File: src/rtl/ifetch_unit.sv
// ifetch_unit: instruction fetch front end.
// Owns the PC and drives a combinational instruction memory. Each fetched
// {pc, instr} pair is queued in a DEPTH-entry FIFO. Decode pulls pairs from
// the FIFO head with a valid/ready handshake. A redirect flushes the FIFO and
// reloads the PC.
// Optional build macro: IFETCH_PERF_EN adds the perf_fetched and perf_stall
// counters.
module ifetch_unit #(
  parameter logic [31:0] RESET_PC = 32'h0000_0000,
  parameter int          DEPTH    = 2
) (
  input  logic        clk,
  input  logic        rst_n,
  input  logic        fetch_en,
  output logic [31:0] iaddr,
  input  logic [31:0] idata,
  input  logic        redirect_valid,
  input  logic [31:0] redirect_pc,
  output logic        out_valid,
  input  logic        out_ready,
  output logic [31:0] out_instr,
  output logic [31:0] out_pc
`ifdef IFETCH_PERF_EN
  ,
  output logic [31:0] perf_fetched,
  output logic [31:0] perf_stall
`endif
);

  localparam int PW = (DEPTH > 1) ? $clog2(DEPTH) : 1;
  localparam int CW = $clog2(DEPTH + 1);

  logic [31:0]    pc_q;
  logic [31:0]    fifo_pc    [DEPTH];
  logic [31:0]    fifo_instr [DEPTH];
  logic [PW-1:0]  rd_ptr;
  logic [PW-1:0]  wr_ptr;
  logic [CW-1:0]  count;
  logic           deq;
  logic           enq;
  logic           has_room;
  logic           unused_ok;

  // The low two bits of a redirect target are dropped; the PC stays word-aligned.
  assign unused_ok = &{1'b0, redirect_pc[1:0]};

  // Pointers wrap modulo DEPTH, so DEPTH does not need to be a power of two.
  function automatic logic [PW-1:0] ptr_inc(input logic [PW-1:0] p);
    ptr_inc = (p == PW'(DEPTH - 1)) ? '0 : p + PW'(1);
  endfunction

  assign iaddr     = pc_q;
  assign out_valid = (count != '0);
  assign out_pc    = fifo_pc[rd_ptr];
  assign out_instr = fifo_instr[rd_ptr];

  // Handshake decode. A full FIFO still accepts a fetch when the head leaves in the same cycle.
  always_comb begin
    deq      = out_valid & out_ready;
    has_room = (count < CW'(DEPTH)) | deq;
    enq      = fetch_en & ~redirect_valid & has_room;
  end

  // PC update: a redirect wins; otherwise the PC advances by one word on each enqueue.
  always_ff @(posedge clk or negedge rst_n) begin
    if (!rst_n) begin
      pc_q <= RESET_PC;
    end else if (redirect_valid) begin
      pc_q <= {redirect_pc[31:2], 2'b00};
    end else if (enq) begin
      pc_q <= pc_q + 32'd4;
    end
  end

  // FIFO pointers and occupancy. A redirect empties the FIFO even if the head was consumed in that cycle.
  always_ff @(posedge clk or negedge rst_n) begin
    if (!rst_n) begin
      rd_ptr <= '0;
      wr_ptr <= '0;
      count  <= '0;
    end else if (redirect_valid) begin
      rd_ptr <= '0;
      wr_ptr <= '0;
      count  <= '0;
    end else begin
      if (enq) wr_ptr <= ptr_inc(wr_ptr);
      if (deq) rd_ptr <= ptr_inc(rd_ptr);
      case ({enq, deq})
        2'b10:   count <= count + CW'(1);
        2'b01:   count <= count - CW'(1);
        default: count <= count;
      endcase
    end
  end

  // FIFO storage. Entries are cleared on reset so the head outputs read zero after reset.
  always_ff @(posedge clk or negedge rst_n) begin
    if (!rst_n) begin
      for (int i = 0; i < DEPTH; i++) begin
        fifo_pc[i]    <= '0;
        fifo_instr[i] <= '0;
      end
    end else if (enq) begin
      fifo_pc[wr_ptr]    <= pc_q;
      fifo_instr[wr_ptr] <= idata;
    end
  end

`ifdef IFETCH_PERF_EN
  // Perf counters: count fetched words and the cycles a wanted fetch was blocked by a full FIFO.
  always_ff @(posedge clk or negedge rst_n) begin
    if (!rst_n) begin
      perf_fetched <= '0;
      perf_stall   <= '0;
    end else begin
      if (enq) perf_fetched <= perf_fetched + 32'd1;
      if (fetch_en & ~redirect_valid & ~enq) perf_stall <= perf_stall + 32'd1;
    end
  end
`endif

endmodule

File: config.mk
export PLATFORM = sky130hd
export DESIGN_NAME = ifetch_unit
export DESIGN_NICKNAME = d
export VERILOG_FILES = /design/src/rtl/ifetch_unit.sv
export SDC_FILE = /design/constraint.sdc
export NUM_CORES = 1
export LEC_CHECK = 0
export ABC_AREA = 1
export BUFFER_PORTS_ARGS = -buffer_cell sky130_fd_sc_hd__buf_2
export CORE_ASPECT_RATIO = 0.75
export CORE_MARGIN = 1
export CORE_UTILIZATION = 48
export CTS_CLUSTER_SIZE = 40
export DETAILED_ROUTE_END_ITERATION = 8
export GPL_TIMING_DRIVEN = 0
export HOLD_SLACK_MARGIN = 0.15
export PLACE_DENSITY = 0.83
export SYNTH_ARGS = -nofsm -noshare
export SYNTH_HDL_FRONTEND = slang
export SYNTH_SLANG_ARGS = --single-unit
File: constraint.sdc
create_clock -name clk -period 1.8 [get_ports clk]
set_clock_uncertainty 0.2 [all_clocks]
set_input_delay 0.36 -clock clk [delete_from_list [all_inputs] [get_ports clk]]
set_output_delay 0.36 -clock clk [all_outputs]
set_load 0.01 [all_outputs]
==> run_results.csv, run 1 <==
group,metric,value,unit
outcome,outcome,"complete, but fails checks",
outcome,violations,"negative setup slack",
yosys,synth_top_area_share,50.98,%
global_routing,grt_pass1_wl,37530,um
sta,slew_headroom,57.29,%
yosys,synthTopCellsByCount,"470 x nand2_1, 158 x dfrtp_1, 106 x o21ai_1",
worst_setup_path,timing.rr.end,"iaddr[7]",
power_and_ir_drop,p_leak,0.005711,uW
sta,rsz0062_at_grt,"yes",
sta,finalCriticalPeriod,2.096,ns
clock_tree,clkTransAtPathRegs,0.07,ns
sta,finalHoldViolCount,0,
sta,finalCritPeriodShare,116.5,%
global_routing,antenna_found_initial,0,
global_routing,grt_max_degree,92,
min_path,hp-start,"redirect_valid",
layout,antenna_cells,0,
power_and_ir_drop,comb_power_share,37.1,%
min_path,hp-class,"primary input to register",
yosys,synthXorXnorAreaFrac,0.5646,%
clock_tree,clock_path_buffers,2,
power_and_ir_drop,p_int,9328,uW
clock_tree,cts_sinks,158,
layout,fin_cells,1516,
yosys,ys_ff_latch,158,
yosys,netlist_instances,1033,
floorplan,fp.dieArea,16680,um^2
yosys,async_reset_ff_share,100.0,%
routing,num_vias,7975,
min_path,hold_depth,4,
worst_setup_path,reg2reg_depth,6,
clock_tree,h-tree-depth,4,
clock_tree,clock_latency,0.43,ns
worst_setup_path,rr_startpoint,"iaddr[3]",
yosys,netlist-cell-type-count,34,
yosys,synth_warnings,0,
worst_setup_path,required,1.24,ns
power_and_ir_drop,power.total,14920,uW
yosys,synthAdderAreaFrac,0.1613,%
worst_setup_path,critPathLaunchType,"register",
worst_setup_path,crit_path_end_kind,"output port",
layout,final_nets,1368,
worst_setup_path,path_class,"register to output port",
yosys,synthTopCellsByArea,"dfrtp_1 51%, nand2_1 23%, o21ai_1 6.8%",
yosys,yosysSeqAreaShare,50.98,%
routing,vias_per_cell,5.261,
routing,detail_route.wl_per_cell,16.02,um
placement,place_hpwl,15430,um
worst_setup_path,crit_start,"rd_ptr",
global_routing,track_usage,29.21,%
power_and_ir_drop,p_per_area,1384,nW/um^2
placement,portBuffers,158,
floorplan,start_util,49.98,%
yosys,yosys_most_used_dff,"dfrtp_1",
min_path,holdPathEnd,"iaddr[20]",
worst_setup_path,r2r_slack,-0.09,ns
yosys,syn_area,7756,um^2
floorplan,core-area,15520,um^2
routing,ant_nets,0,
yosys,synthMuxAreaShare,0,%
floorplan,num_io_pins,166,
sta,fmax,0.4770,GHz
clock_tree,root_buffer,"clkbuf_16",
yosys,synth_compound_area_share,11.61,%
routing,totalWireLength,24280,um
worst_setup_path,crit_fanout,8,
layout,fillers,1192,
clock_tree,cts_tree,"done",
power_and_ir_drop,peakVddDrop,0.6117,mV
floorplan,rows,39,
clock_tree,cts_buffers,17,
power_and_ir_drop,p_sw_share,37.47,%
global_routing,gr-total-overflow,0,
worst_setup_path,arrival,1.54,ns
power_and_ir_drop,pwr-share-clk,24.3,%
power_and_ir_drop,switchingPower,5588,uW
yosys,synth-simple-area-share,27.79,%
yosys,avgSynthCellArea,7.508,um^2
run,cap_violations,0,
yosys,synth_top_family_by_area,"simple AND/OR/NAND/NOR gates",
layout,area_growth_syn_to_layout,38.97,%
layout,drive_gt1_share,24.56,%
routing,firstDrtPassIters,5,
routing,route.detailed.drc,0,
floorplan,die_h,112.1,um
sta,fin_ws,-0.2963,ns
placement,dp_cells,1400,
global_routing,grt_pass1_vias,7610,
yosys,yosysTopAreaCell,"dfrtp_1",
routing,drt_iter0_markers,828,
yosys,synth_edf_count,0,
yosys,yosysMostFrequentCell,"nand2_1",
sta,setup_viol,66,
sta,final_max_slew_viol_count,0,
power_and_ir_drop,seq_power_share,38.6,%
sta,tightestPinTransition,0.6407,ns
placement,place.gp.congestion,0.9471,
floorplan,fp.dieW,148.8,um
placed cells by master (no fill, tap or decap), types with 2 or more instances in the layout:
master	instances
nand2_2	32
inv_1	91
inv_2	2
o221ai_1	3
a21oi_1	3
a22oi_1	2
clkbuf_1	4
buf_6	26
o211ai_1	3
nor2_4	4
inv_8	3
buf_8	2
clkbuf_2	7
conb_1	4
inv_6	9
clkinvlp_4	3
nor2_2	5
dfrtp_1	149
clkbuf_8	7
nor3_1	5
dlygate4sd3_1	67
clkbuf_16	25
nor2_1	37
nand2_1	434
o21ai_2	5
o21ai_0	39
o21bai_1	2
buf_2	147
clkbuf_4	3
buf_12	2
buf_4	17
o21ai_1	108
o22ai_1	2
xor2_1	4
dfrtp_2	9
nand2_4	7
inv_4	2
nand3_1	27
critical path: stages, from the launching register on:
cell,delay (ns)
dfrtp_2,0.41
buf_12,0.15
buf_12,0.14
clkbuf_16,0.16
nand2_2,0.07
nand2_2,0.06
buf_6,0.12
registers in the layout (all words and copies together) (netlist names):
name	flops
count	2
fifo_instr	64
fifo_pc	60
iaddr	30
rd_ptr	1
wr_ptr	1
per-layer routing:
metal / vias to the layer above / global-route usage [%] / part of all wire (%)
li1: 3756 / - / -
met2: 440 / 47.04 / 47
met1: 3735 / 40.36 / 42
met4: 0 / 9.456 / 1.7
met3: 44 / 4.959 / 9.6
met5: - / 0 / 0
how the worst max path moves through the flow:
stage / slack (ns) / cells past startpoint / to
5_1_grt: -0.35 / 6 / out_instr[17]
6_report: -0.30 / 6 / out_instr[18]
2_1_floorplan: 0.13 / 10 / iaddr[26]
3_3_place_gp: -2.17 / 1 / fifo_pc[27]
3_5_place_dp: -0.42 / 6 / out_pc[19]
4_1_cts: -0.29 / 6 / out_instr[18]
cells by family after synthesis:
group | Yosys count
AND/OR/NAND/NOR | 552
other | 1
XOR/XNOR | 5
flip-flops | 158
adder cells (fa/ha/maj) | 1
buffers and inverters | 147
AO/OA/AOI/OAI | 169
final cells by class:
class	instances	area [um^2]	area share, %
buffer	50	529.3	4.910
clock buffer	18	439.2	4.074
clock inverter	14	145.1	1.346
inverter	96	382.9	3.552
multi-input combinational	732	3292	30.54
sequential	158	3965	36.78
tap	205	256.5	2.380
timing repair buffer	241	1754	16.27
timing repair inverter	2	15.01	0.1393
through the flow:
stage	setup WS (ns)	TNS [ns]	hold WS [ns]	util, %	cell area [um^2]
global route	-0.3471	-18.23	0.1775	69.46	10780
finish	-0.2963	-14.72	0.1113	69.46	10780
CTS	-0.2853	-15.72	0.1514	68.11	10570
floorplan	0.1275	0	-0.1356	-	7767
global placement	-2.174	-369.25	0.2648	56.81	8815
detailed placement	-0.4241	-32.08	0.1962	57.02	8848
power by group through the flow:
| stage | Combinational, uW | Sequential [uW] | Clock (uW) |
|---|---|---|---|
| after floorplan | 2820 | 5560 | 0 |
| final | 5530 | 5760 | 3620 |
| after CTS | 5180 | 5690 | 3620 |
| after global routing | 6090 | 5920 | 3770 |
| after detailed placement | 4480 | 5700 | 0 |
| after global placement | 4350 | 5640 | 0 |
repair_timing:
item	in CTS	in global routing
gates cloned	9	0
endpoints found under the hold margin	164	0
pin swaps	20	10
endpoints found under the setup margin	79	186
setup buffers	6	3
hold buffers	68	0
gates resized for setup	77	74
No activity file was read; power rests on OpenSTA's default activity.
==> run 2: changes to the inputs <==
--- a/config.mk
+++ b/config.mk
@@ -15,6 +15,7 @@
 export GPL_TIMING_DRIVEN = 0
 export HOLD_SLACK_MARGIN = 0.15
 export PLACE_DENSITY = 0.83
+export RECOVER_POWER = 100
 export SYNTH_ARGS = -nofsm -noshare
 export SYNTH_HDL_FRONTEND = slang
 export SYNTH_SLANG_ARGS = --single-unit
==> constraint.sdc (replaced) <==
create_clock -name clk -period 1.8 [get_ports clk]
set_clock_uncertainty 0.2 [all_clocks]
set_input_delay 0.27 -clock clk [delete_from_list [all_inputs] [get_ports clk]]
set_output_delay 0.27 -clock clk [all_outputs]
set_load 0.01 [all_outputs]
==> run 2 against run 1 <==
The run still ends with negative setup slack left; highest routed layer unchanged; cell count is essentially flat; register-to-register slack lost 0.05 ns; non-clock buffer count grew 1; clock power is essentially flat; die area is the same; wire length shrank 0.58%; first-iteration DRC count shrank 16%; utilization shrank 0.44 points; via count shrank 0.80%; largest cell class unchanged; count of clock-buffer cells in the layout is the same.
==> run_results.csv, run 2 (synthesized netlist as in run 1, its figures left out) <==
group,metric,value,unit
sta,fin_hold_ws,0.1516,ns
clock_tree,clkTransAtPathRegs,0.07,ns
worst_setup_path,path_class,"register to output port",
layout,mostFrequentLayoutCell,"nand2_1",
sta,finalCritPeriodShare,111.5,%
layout,fin_cells,1517,
floorplan,rows,39,
routing,vias_per_cell,5.215,
layout,regMostFlops,"fifo_instr",
global_routing,grt_max_degree,92,
worst_setup_path,crit_fanout,8,
layout,ff_latch_area,3955,um^2
layout,drive_gt1_share,22.18,%
global_routing,grt_pass1_wl,37530,um
routing,drt_iter0_markers,699,
worst_setup_path,timing.rr.end,"fifo_pc[53]",
sta,rsz0062_at_grt,"yes",
floorplan,die_h,112.1,um
floorplan,core-area,15520,um^2
placement,place.gp.congestion,0.9471,
clock_tree,cts_sinks,158,
sta,final_max_slew_viol_count,0,
worst_setup_path,required,1.33,ns
worst_setup_path,arrival,1.54,ns
outcome,outcome,"complete, but fails checks",
run,cap_violations,0,
worst_setup_path,crit_path_end_kind,"output port",
power_and_ir_drop,peakVddDrop,0.6085,mV
placement,portBuffers,158,
clock_tree,cts_tree,"done",
min_path,hold_depth,4,
outcome,violations,"negative setup slack",
placement,dp_cells,1400,
sta,fin_ws,-0.2071,ns
sta,finalHoldViolCount,0,
worst_setup_path,critPathLaunchType,"register",
layout,multi_input_area,3269,um^2
routing,firstDrtPassIters,5,
global_routing,antenna_found_initial,0,
clock_tree,cts_buffers,17,
floorplan,num_io_pins,166,
clock_tree,h-tree-depth,4,
routing,num_vias,7911,
clock_tree,clock_path_buffers,2,
worst_setup_path,rr_startpoint,"count[1]",
min_path,hp-start,"fetch_en",
sta,finalCriticalPeriod,2.007,ns
routing,ant_nets,0,
layout,layout_common_cells,"435 x nand2_1, 157 x dfrtp_1, 124 x buf_2, 107 x o21ai_1, 91 x inv_1",
sta,fmax,0.4982,GHz
power_and_ir_drop,p_leak,0.005652,uW
layout,utilization,69.03,%
global_routing,track_usage,29.22,%
power_and_ir_drop,p_per_area,1386,nW/um^2
sta,tightestPinTransition,0.9573,ns
clock_tree,root_buffer,"clkbuf_16",
worst_setup_path,r2r_slack,-0.14,ns
sta,slew_headroom,36.18,%
placement,place_ws,-0.3341,ns
placement,place_hpwl,15430,um
routing,detail_route.wl_per_cell,15.91,um
floorplan,fp.dieW,148.8,um
layout,final_nets,1369,
layout,fillers,1225,
layout,largest_reg_flops,64,
layout,antenna_cells,0,
layout,design_area,10710,um^2
sta,setup_viol,185,
routing,route.detailed.drc,0,
placement,place_area,8848,um^2
global_routing,gr-total-overflow,0,
routing,totalWireLength,24140,um
clock_tree,clock_latency,0.43,ns
floorplan,start_util,49.98,%
worst_setup_path,reg2reg_depth,8,
min_path,holdPathEnd,"iaddr[4]",
global_routing,grt_pass1_vias,7611,
floorplan,fp.dieArea,16680,um^2
min_path,hp-class,"primary input to register",
layout,area_growth_syn_to_layout,38.10,%
[run 2: changes by cell type in the layout (fill, tap and decap cells not counted), sizes merged]
cell         before  now
inv             107  108
buf             196  169
clkbuf           46   73
dlygate4sd3      67   68
clkinv            1    0
[run 2: cell type report]
type | count | area share (%)
plain buffers | 50 | 4.929
clock buffers | 18 | 4.100
clock inverters | 14 | 1.355
inverters | 96 | 3.458
multi-input cells | 732 | 30.52
flip-flops and latches | 158 | 36.92
well taps | 205 | 2.395
repair buffers | 242 | 16.18
repair inverters | 2 | 0.1402
[run 2: power by group]
part           total (uW)  internal [uW]  switching, uW
sequential           5750           4870            880
combinational        5480           2420           3060
clock                3610           2000           1620
[run 2: repair_timing]
action | in CTS | in global routing
endpoints found under the setup margin | 79 | 186
cloned | 9 | 0
endpoints found under the hold margin | 164 | 0
hold buffers | 68 | 0
pin swaps | 20 | 11
buffers inserted | 6 | 3
resized for setup | 77 | 74
[run 2: worst max-delay path by stage]
stage,startpoint,to,slack (ns),cells after the start
after floorplan,iaddr[3],iaddr[26],0.13,10
after global placement,rst_n,fifo_pc[27],-2.08,1
after detailed placement,rd_ptr,out_pc[19],-0.33,6
after CTS,rd_ptr,out_instr[18],-0.20,6
after global routing,rd_ptr,out_instr[17],-0.26,6
final,rd_ptr,out_instr[18],-0.21,6
[run 2: critical path, cell delays in order, from the launching register on]
cell       delay (ns)
dfrtp_2          0.41
buf_12           0.15
buf_12           0.15
clkbuf_16        0.16
nand2_2          0.07
nand2_2          0.06
buf_6            0.12
[run 2: layer usage]
metal  track usage [%]  vias up  wire [um]
met3             4.959       49       2338
met2             47.01      396      11310
met1             40.41     3710       9991
li1                  -     3756          -
met5                 0        -          0
met4             9.456        0        505
[run 2: stage by stage]
step	TNS [ns]	total power (uW)
after CTS	-10.14	14490
after floorplan	0	8380
after detailed placement	-16.18	10180
after global placement	-341.61	9991
final	-16.99	14840
after global routing	-39.97	15740
==> run 3: changes to the inputs <==
--- a/config.mk
+++ b/config.mk
@@ -16,6 +16,7 @@
 export HOLD_SLACK_MARGIN = 0.15
 export PLACE_DENSITY = 0.83
 export RECOVER_POWER = 100
+export SKIP_LAST_GASP = 1
 export SYNTH_ARGS = -nofsm -noshare
 export SYNTH_HDL_FRONTEND = slang
 export SYNTH_SLANG_ARGS = --single-unit
==> run 3 against run 2 <==
The flow still finishes with violations (negative setup slack); flip-flop and latch count did not move; sequential power about the same; non-clock buffer count stayed put; critical path depth unchanged; cell count is the same; highest routed layer unchanged; utilization barely moved.
==> run_results.csv, run 3 (synthesized netlist as in run 1, its figures left out) <==
group,metric,value,unit
power_and_ir_drop,pwr-share-clk,24.4,%
layout,antenna_cells,0,
routing,route.detailed.drc,0,
power_and_ir_drop,peakVddDrop,0.6120,mV
clock_tree,cts_buffers,17,
global_routing,grt_pass1_wl,37530,um
placement,portBuffers,158,
sta,tightestPinTransition,0.9575,ns
sta,setup_viol,186,
layout,layout_common_cells,"435 x nand2_1, 157 x dfrtp_1, 123 x buf_2, 107 x o21ai_1, 91 x inv_1",
placement,place.gp.congestion,0.9471,
clock_tree,cts_tree,"done",
sta,finalCriticalPeriod,2.009,ns
run,cap_violations,0,
sta,finalCritPeriodShare,111.6,%
worst_setup_path,r2r_slack,-0.15,ns
min_path,hp-start,"fetch_en",
layout,regMostFlops,"fifo_instr",
layout,final_nets,1369,
layout,area_growth_syn_to_layout,38.09,%
power_and_ir_drop,p_sw_share,37.47,%
global_routing,grt_pass1_vias,7611,
power_and_ir_drop,switchingPower,5567,uW
power_and_ir_drop,p_leak,0.005649,uW
sta,fmax,0.4978,GHz
outcome,violations,"negative setup slack",
placement,place_ws,-0.3341,ns
min_path,hold_depth,4,
routing,firstDrtPassIters,6,
worst_setup_path,path_class,"register to output port",
worst_setup_path,timing.rr.end,"iaddr[7]",
worst_setup_path,required,1.33,ns
global_routing,grt_max_degree,92,
layout,fillers,1225,
sta,final_max_slew_viol_count,0,
power_and_ir_drop,seq_power_share,38.7,%
clock_tree,clkTransAtPathRegs,0.07,ns
sta,rsz0062_at_grt,"yes",
sta,finalHoldViolCount,0,
floorplan,fp.dieW,148.8,um
floorplan,start_util,49.98,%
global_routing,antenna_found_initial,0,
sta,fin_hold_ws,0.1533,ns
routing,totalWireLength,24210,um
worst_setup_path,crit_path_end_kind,"output port",
routing,ant_nets,0,
clock_tree,h-tree-depth,4,
routing,vias_per_cell,5.227,
routing,num_vias,7929,
layout,drive_gt1_share,22.10,%
min_path,hp-class,"primary input to register",
floorplan,num_io_pins,166,
global_routing,gr-total-overflow,0,
clock_tree,cts_sinks,158,
outcome,outcome,"complete, but fails checks",
floorplan,fp.dieArea,16680,um^2
layout,mostFrequentLayoutCell,"nand2_1",
global_routing,track_usage,29.22,%
sta,slew_headroom,36.16,%
worst_setup_path,arrival,1.54,ns
worst_setup_path,crit_fanout,8,
power_and_ir_drop,comb_power_share,36.9,%
floorplan,rows,39,
worst_setup_path,critPathLaunchType,"register",
worst_setup_path,reg2reg_depth,6,
floorplan,core-area,15520,um^2
floorplan,die_h,112.1,um
routing,detail_route.wl_per_cell,15.96,um
worst_setup_path,rr_startpoint,"iaddr[3]",
clock_tree,clock_latency,0.43,ns
power_and_ir_drop,p_per_area,1387,nW/um^2
placement,place_hpwl,15430,um
clock_tree,root_buffer,"clkbuf_16",
sta,fin_ws,-0.2087,ns
min_path,holdPathEnd,"iaddr[4]",
power_and_ir_drop,p_int,9290,uW
routing,drt_iter0_markers,678,
layout,largest_reg_flops,64,
clock_tree,clock_path_buffers,2,
-- run 3: changes by cell type in the layout (fill, tap and decap cells not counted), sizes merged --
cell / before / now
clkbuf: 73 / 74
buf: 169 / 168
-- run 3: metal layers --
metal  wire length (um)  track usage [%]  vias up  part of all wire, %
li1                   -                -     3756                    -
met1              10030            40.41     3703                   41
met2              11310            47.01      419                   47
met3               2389            4.959       51                  9.9
met4                473            9.456        0                  2.0
met5                  0                0        -                    0
-- run 3: layout make-up --
| cell class | instances | area [um^2] | area share (%) |
|---|---|---|---|
| flip-flops and latches | 158 | 3955 | 36.93 |
| multi-input cells | 732 | 3269 | 30.53 |
| repair buffers | 242 | 1732 | 16.17 |
| plain buffers | 50 | 528.0 | 4.930 |
| clock buffers | 18 | 439.2 | 4.100 |
| inverters | 96 | 370.4 | 3.458 |
| well taps | 205 | 256.5 | 2.395 |
| clock inverters | 14 | 145.1 | 1.355 |
| repair inverters | 2 | 15.01 | 0.1402 |
-- run 3: repair_timing --
item / in CTS / in global routing
setup buffers: 6 / 3
pin swaps: 20 / 11
cloned: 9 / 0
endpoints found under the hold margin: 164 / 0
setup endpoints to repair: 79 / 186
hold buffers: 68 / 0
resized for setup: 77 / 73
-- run 3: power groups by stage --
| stage | Clock (uW) | Combinational [uW] | Sequential, uW |
|---|---|---|---|
| floorplan | 0 | 2820 | 5560 |
| global placement | 0 | 4350 | 5640 |
| detailed placement | 0 | 4480 | 5700 |
| CTS | 3620 | 5180 | 5690 |
| global route | 3770 | 6050 | 5920 |
| finish | 3620 | 5480 | 5760 |
-- run 3: how the worst max path moves through the flow --
stage | from | end
after CTS | rd_ptr | out_instr[18]
after global placement | rst_n | fifo_pc[27]
after global routing | rd_ptr | out_instr[17]
final | rd_ptr | out_instr[18]
after detailed placement | rd_ptr | out_pc[19]
after floorplan | iaddr[3] | iaddr[26]
-- run 3: critical path, stage by stage (launching register included) --
cell,delay (ns)
dfrtp_2,0.41
buf_12,0.15
buf_12,0.15
clkbuf_16,0.16
nand2_2,0.06
nand2_2,0.06
buf_6,0.12
-- run 3: stage by stage --
step	util (%)	power [uW]	std cells	instance area [um^2]	TNS, ns
global route	69.02	15740	1517	10710	-39.97
global placement	56.81	9991	1399	8815	-341.61
detailed placement	57.02	10180	1400	8848	-16.18
finish	69.02	14860	1517	10710	-17.65
CTS	68.11	14490	1514	10570	-10.14
floorplan	-	8380	1036	7767	0
